$ cat src/rtl/sram_port_arb.sv
// sram_port_arb: two requesters sharing one synchronous single-port SRAM.
// One grant per cycle, round-robin or fixed priority, 1-cycle read return.
module sram_port_arb #(
  parameter int ADDR_BITS  = 10,
  parameter int DATA_WIDTH = 32,
  parameter int ARB_MODE   = 0
) (
  input  logic                  hclk_i,
  input  logic                  hrst_n_i,
  input  logic                  p0_en_i,
  input  logic                  p0_we_i,
  input  logic [3:0]            p0_wbe_i,
  input  logic [ADDR_BITS-1:0]  p0_addr_i,
  input  logic [DATA_WIDTH-1:0] p0_wdata_i,
  output logic                  p0_gnt_o,
  output logic                  p0_rvalid_o,
  output logic [DATA_WIDTH-1:0] p0_rdata_o,
  input  logic                  p1_en_i,
  input  logic                  p1_we_i,
  input  logic [3:0]            p1_wbe_i,
  input  logic [ADDR_BITS-1:0]  p1_addr_i,
  input  logic [DATA_WIDTH-1:0] p1_wdata_i,
  output logic                  p1_gnt_o,
  output logic                  p1_rvalid_o,
  output logic [DATA_WIDTH-1:0] p1_rdata_o,
  output logic                  sram_cs_o,
  output logic                  sram_we_o,
  output logic [3:0]            sram_wbe_o,
  output logic [ADDR_BITS-1:0]  sram_addr_o,
  output logic [DATA_WIDTH-1:0] sram_wdata_o,
  input  logic [DATA_WIDTH-1:0] sram_rdata_i
);

  logic last_r;
  logic owner_r;
  logic rd_pend_r;
  logic w_g0;
  logic w_g1;
  logic w_gnt;
  logic w_rd;

  // last_r=1 means port 1 went last, so port 0 wins the next contention
  always_comb begin
    w_g0 = 1'b0;
    w_g1 = 1'b0;
    if (hrst_n_i) begin
      if (p0_en_i && p1_en_i) begin
        if (ARB_MODE == 1 || last_r) begin
          w_g0 = 1'b1;
        end else begin
          w_g1 = 1'b1;
        end
      end else begin
        w_g0 = p0_en_i;
        w_g1 = p1_en_i;
      end
    end
  end

  assign p0_gnt_o = w_g0;
  assign p1_gnt_o = w_g1;
  assign w_gnt    = w_g0 | w_g1;
  assign w_rd     = w_gnt & ~sram_we_o;

  always_comb begin
    sram_cs_o    = 1'b0;
    sram_we_o    = 1'b0;
    sram_wbe_o   = 4'b0;
    sram_addr_o  = '0;
    sram_wdata_o = '0;
    unique case (1'b1)
      w_g0: begin
        sram_cs_o    = 1'b1;
        sram_we_o    = p0_we_i;
        sram_wbe_o   = p0_we_i ? p0_wbe_i : 4'b0;
        sram_addr_o  = p0_addr_i;
        sram_wdata_o = p0_wdata_i;
      end
      w_g1: begin
        sram_cs_o    = 1'b1;
        sram_we_o    = p1_we_i;
        sram_wbe_o   = p1_we_i ? p1_wbe_i : 4'b0;
        sram_addr_o  = p1_addr_i;
        sram_wdata_o = p1_wdata_i;
      end
      default: ;
    endcase
  end

  always_ff @(posedge hclk_i or negedge hrst_n_i) begin
    if (!hrst_n_i) begin
      last_r    <= 1'b1;
      owner_r   <= 1'b0;
      rd_pend_r <= 1'b0;
    end else begin
      rd_pend_r <= w_rd;
      if (w_gnt) begin
        last_r <= w_g1;
      end
      if (w_rd) begin
        owner_r <= w_g1;
      end
    end
  end

  assign p0_rvalid_o = rd_pend_r & ~owner_r;
  assign p1_rvalid_o = rd_pend_r & owner_r;
  assign p0_rdata_o  = {DATA_WIDTH{p0_rvalid_o}} & sram_rdata_i;
  assign p1_rdata_o  = {DATA_WIDTH{p1_rvalid_o}} & sram_rdata_i;

endmodule

$ cat config.mk
export PLATFORM = sky130hd
export DESIGN_NAME = sram_port_arb
export DESIGN_NICKNAME = d
export VERILOG_FILES = /design/src/rtl/sram_port_arb.sv
export SDC_FILE = /design/constraint.sdc
export NUM_CORES = 1
export LEC_CHECK = 0
export CORE_AREA = 2 2 94 96
export DETAILED_ROUTE_END_ITERATION = 8
export DIE_AREA = 0 0 96 98
export PLACE_DENSITY = 0.68
export SLEW_MARGIN = 10
export SYNTH_ARGS = -nofsm -noshare
export SYNTH_HDL_FRONTEND = slang
export SYNTH_SLANG_ARGS = --single-unit
$ cat constraint.sdc
create_clock -name hclk_i -period 3 [get_ports hclk_i]
set_input_delay 0.6 -clock hclk_i [delete_from_list [all_inputs] [get_ports hclk_i]]
set_output_delay 0.6 -clock hclk_i [all_outputs]
set_load 0.01 [all_outputs]
; ---- Word level (Yosys, flattened, before mapping)
; Cells that the tools add are included.
[classes]
reduce_logical = 2
n_bitwise = 8
n_mux = 13
[op_table]
columns = op, n
row1 = $and 32x32->32, 2
row2 = $pmux 32 s2, 1
row3 = $pmux 10 s2, 1
row4 = $mux 4, 2
row5 = $pmux 4 s2, 1
row6 = $mux 1, 7
row7 = $and 1x1->1, 3
row8 = $not 1->1, 2
row9 = $pmux 1 s2, 1
row10 = $reduce_or 2->1, 1
row11 = $logic_and 1x1->1, 1
row12 = $or 1x1->1, 1
[totals]
word_cells = 26
output_inout_bits = 116
inputBits = 130
regBits = 3

; ---- Logic depth before layout (Yosys ltp)
[logic_depth]
ltp_word = 6
ltp_mapped = 6
depth_no_buf = 3

; ---- Least setup slack after synthesis
; Ideal clock, no wire load.
[synth_path]
path_kind = input to output
start = input p0_en_i
end = output sram_addr_o[0]
required_time_ns = 2.400
arrival_time_ns = 1.431
slack_ns = 0.969
n_path_buf = 3
cell_stages = 6
path_cell_list = nand2_1 and3_1 clkbuf_2 buf_6 buf_6 a22o_1
[synth_between]
elab_chain_cells = 4
elab_cells_between_ends = 6
cone_classes = mux: 5 / reduce/logical: 1
[synth_lines]
columns = item, line_no
row1 = "start, declared", 10  ; input logic p0_en_i,
row2 = $logic_and 1x1->1, 47  ; if (p0_en_i && p1_en_i) begin
row3 = $mux 1, 47
row4 = $mux 1, 46  ; if (hrst_n_i) begin
row5 = $pmux 10 s2 (*), 71  ; unique case (1'b1)
row6 = "end, declared", 29  ; output logic [ADDR_BITS-1:0] sram_addr_o,
; Mark *: on every way between the ends. The rest lies on a longest branch, timed or not.

; ---- Final worst setup path
[layout_path]
start = input hrst_n_i
end = output sram_addr_o[8]
[layout_between]
elab_chain_cells = 2
elab_cells_between_ends = 3
cone_classes = mux: 3
[layout_lines]
columns = item, line_no
row1 = "start, declared", 9  ; input logic hrst_n_i,
row2 = $mux 1, 46
row3 = $pmux 10 s2 (*), 71
; Marked as above.

==> results.sh <==
export IMPL_gp_congestion=0.7964
export IMPL_grt_pass1_vias=2052
export IMPL_holdPathStages=2
export IMPL_die_h_um=98
export IMPL_rsz0062_at_grt="no"
export IMPL_grt_antenna_before_repair=0
export IMPL_die_w_um=96
export IMPL_reg2reg_depth=4
export IMPL_cts_tree="built"
export IMPL_yosysTopAreaCell="a22o_1"
export IMPL_num_io_pins=246
export IMPL_post_cts_buffers=0
export IMPL_ctsHoldBuffers=0
export IMPL_wire_per_inst_um=16.48
export IMPL_drive_gt1_share_pct=4.337
export IMPL_period_needed_ns=2.926
export IMPL_core_um2=8466
export IMPL_area_growth_pct=243.1
export IMPL_critical_path_arrival_ns=2.33
export IMPL_worstPathRequired_ns=2.40
export IMPL_numPortBuffers=245
export IMPL_cts_buffer_depth=2
export IMPL_htree_levels=1
export IMPL_max_freq_mhz=341.7
export IMPL_synth_area_leaders="a22o_1 33%, and3_1 19%, and2_1 19%, dfrtp_1 4.5%, a32o_1 3.6%"
export IMPL_start_kind="primary input"
export IMPL_root_buffer="clkbuf_8"
export IMPL_max_slew_margin_pct=73.96
export IMPL_cts_sinks=3
export IMPL_wl_um=8238
export IMPL_crit_type="in2out"
export IMPL_worst_slack_ns=0.07364
export IMPL_syn_inst=152
export IMPL_final_common_cell="clkdlybuf4s50_1"
export IMPL_grt_overflow=0
export IMPL_dieArea_um2=9408
export IMPL_skew_ns=0.002079
export IMPL_r2r_start="last_r"
export IMPL_r2r_end="last_r"
export IMPL_setup_viol=0
export IMPL_dr_pass1_iters=4
export IMPL_fin_hold_ws_ns=0.4912
export IMPL_end_kind="primary output"
export IMPL_status="finished, final reports clean"
export IMPL_n_antenna_cell=0
export IMPL_post_place_cells=494
export IMPL_layout_common_cells="230 x clkdlybuf4s50_1, 42 x a22o_1, 33 x and2_1"
export IMPL_dp_slack_ns=-0.05078
export IMPL_finalNonFillerCells=500
export IMPL_initial_core_util_pct=13.01
export IMPL_seq_area_frac_synth_pct=6.932
export IMPL_ys_warn_count=0
export IMPL_ant_nets=0
export IMPL_critPathMaxFanout=21
export IMPL_clk_pin_slew_ns=0.03
export IMPL_fin_nets=523
export IMPL_grt_max_degree=46
export IMPL_syn_avg_cell_area_um2=7.244
export IMPL_dp_final_hpwl_um=6807
export IMPL_drc=0
export IMPL_cts_buffers=3
export IMPL_synth_top_cell_area_share_pct=33.41
export IMPL_synth_fp_nets=282
export IMPL_vias_per_cell=4.390
export IMPL_post_synth_num_cell_types=22
export IMPL_tightest_slew_ns=0.3808
export IMPL_power_density_nw_per_um2=194.7
export IMPL_leakage_nw=1.611
export IMPL_total_power_w=0.0007355
export IMPL_clk_latency_ns=0.22
export IMPL_period_share_pct=97.55
export IMPL_min_to="last_r"
export IMPL_hp_start="last_r"
export IMPL_ir_worst_vdd_v=0.00009775
export IMPL_regToRegSetupSlack_ns=1.75
export IMPL_drv_cap=0
export IMPL_hold_path_class="reg2reg"
export IMPL_syn_area_um2=1101
export IMPL_via_count=2195
export IMPL_hold_viol=0
export IMPL_maxSlewViolCount=0
export IMPL_rows=34
export IMPL_grt_pass1_wl_um=11270
export IMPL_ys_ff_latch=3
export IMPL_drt_iter0_markers=71
export IMPL_n_fill_cell=840
export IMPL_grtUsageTotal_pct=15.64
[worst max-delay path: stages]
cell and delay, ns:
clkdlybuf4s50_1 0.52, and3_4 0.22, bufbuf_16 0.29, a22o_1 0.14, clkdlybuf4s50_1 0.54
[Yosys cell counts (all sizes together)]
cell type / number
and3: 34
o22a: 1
dfrtp: 2
a21o: 1
nor2: 2
and2: 33
a22o: 42
nor2b: 1
inv: 3
nand2: 1
nand2b: 1
a32o: 4
dfstp: 1
a2111oi: 1
nand3b: 2
and4: 1
a21oi: 1
clkbuf: 10
o21bai: 1
buf: 10
[worst max path at each step]
stage	startpoint	to	cells past startpoint
floorplan	p0_en_i	sram_addr_o[0]	6
global placement	p0_en_i	sram_wdata_o[1]	6
detailed placement	p1_en_i	sram_wdata_o[5]	6
CTS	p0_en_i	sram_addr_o[8]	5
global route	hrst_n_i	sram_addr_o[0]	5
finish	hrst_n_i	sram_addr_o[8]	5
[report_power, final]
| group | switching (W) | total [W] | internal, W |
|---|---|---|---|
| Combinational | 0.000209 | 0.000567 | 0.000358 |
| Sequential | 0.00000356 | 0.0000512 | 0.0000477 |
| Clock | 0.0000268 | 0.000117 | 0.0000906 |
| Total | 0.000239 | 0.000735 | 0.000496 |
[per-layer routing]
layer  GRT usage (%)  part of all wire [%]  up-vias
met5               0                     0        -
li1                -                     -     1056
met3           4.090                    10       20
met4           8.132                   4.7        0
met1           16.25                    35      966
met2           28.10                    51      153
[cell type report]
cell class | count | area [µm²] | share of cell area, %
clock buffer | 4 | 45.04 | 1.192
inverter | 3 | 11.26 | 0.2981
multi-input combinational | 126 | 922.1 | 24.41
sequential | 3 | 76.32 | 2.021
tap | 108 | 135.1 | 3.577
timing repair buffer | 256 | 2587 | 68.50
[logic make-up after synthesis]
group,count (synthesis),synth area share [%]
simple gates,75,42.39
compound gates,51,40.45
buf+inv,23,10.23
flops,3,6.932
[what timing repair did]
action / CTS / global route
resized for setup: 16 / 2
setup endpoints to repair: 14 / 30
gates cloned: 1 / 1
[registers in the layout, indices dropped and copies added, names as in the netlist]
register and count:
last_r 1, owner_r 1, rd_pend_r 1
[metrics by stage]
| stage | util (%) | cell area, µm² | TNS [ns] |
|---|---|---|---|
| 2_1_floorplan | - | 1101 | 0 |
| 3_3_place_gp | 43.47 | 3680 | -0.1912 |
| 3_5_place_dp | 43.47 | 3680 | -0.3688 |
| 4_1_cts | 44.25 | 3746 | 0 |
| 5_1_grt | 44.62 | 3777 | 0 |
| 6_report | 44.62 | 3777 | 0 |
(Power assumes the default switching activity.)
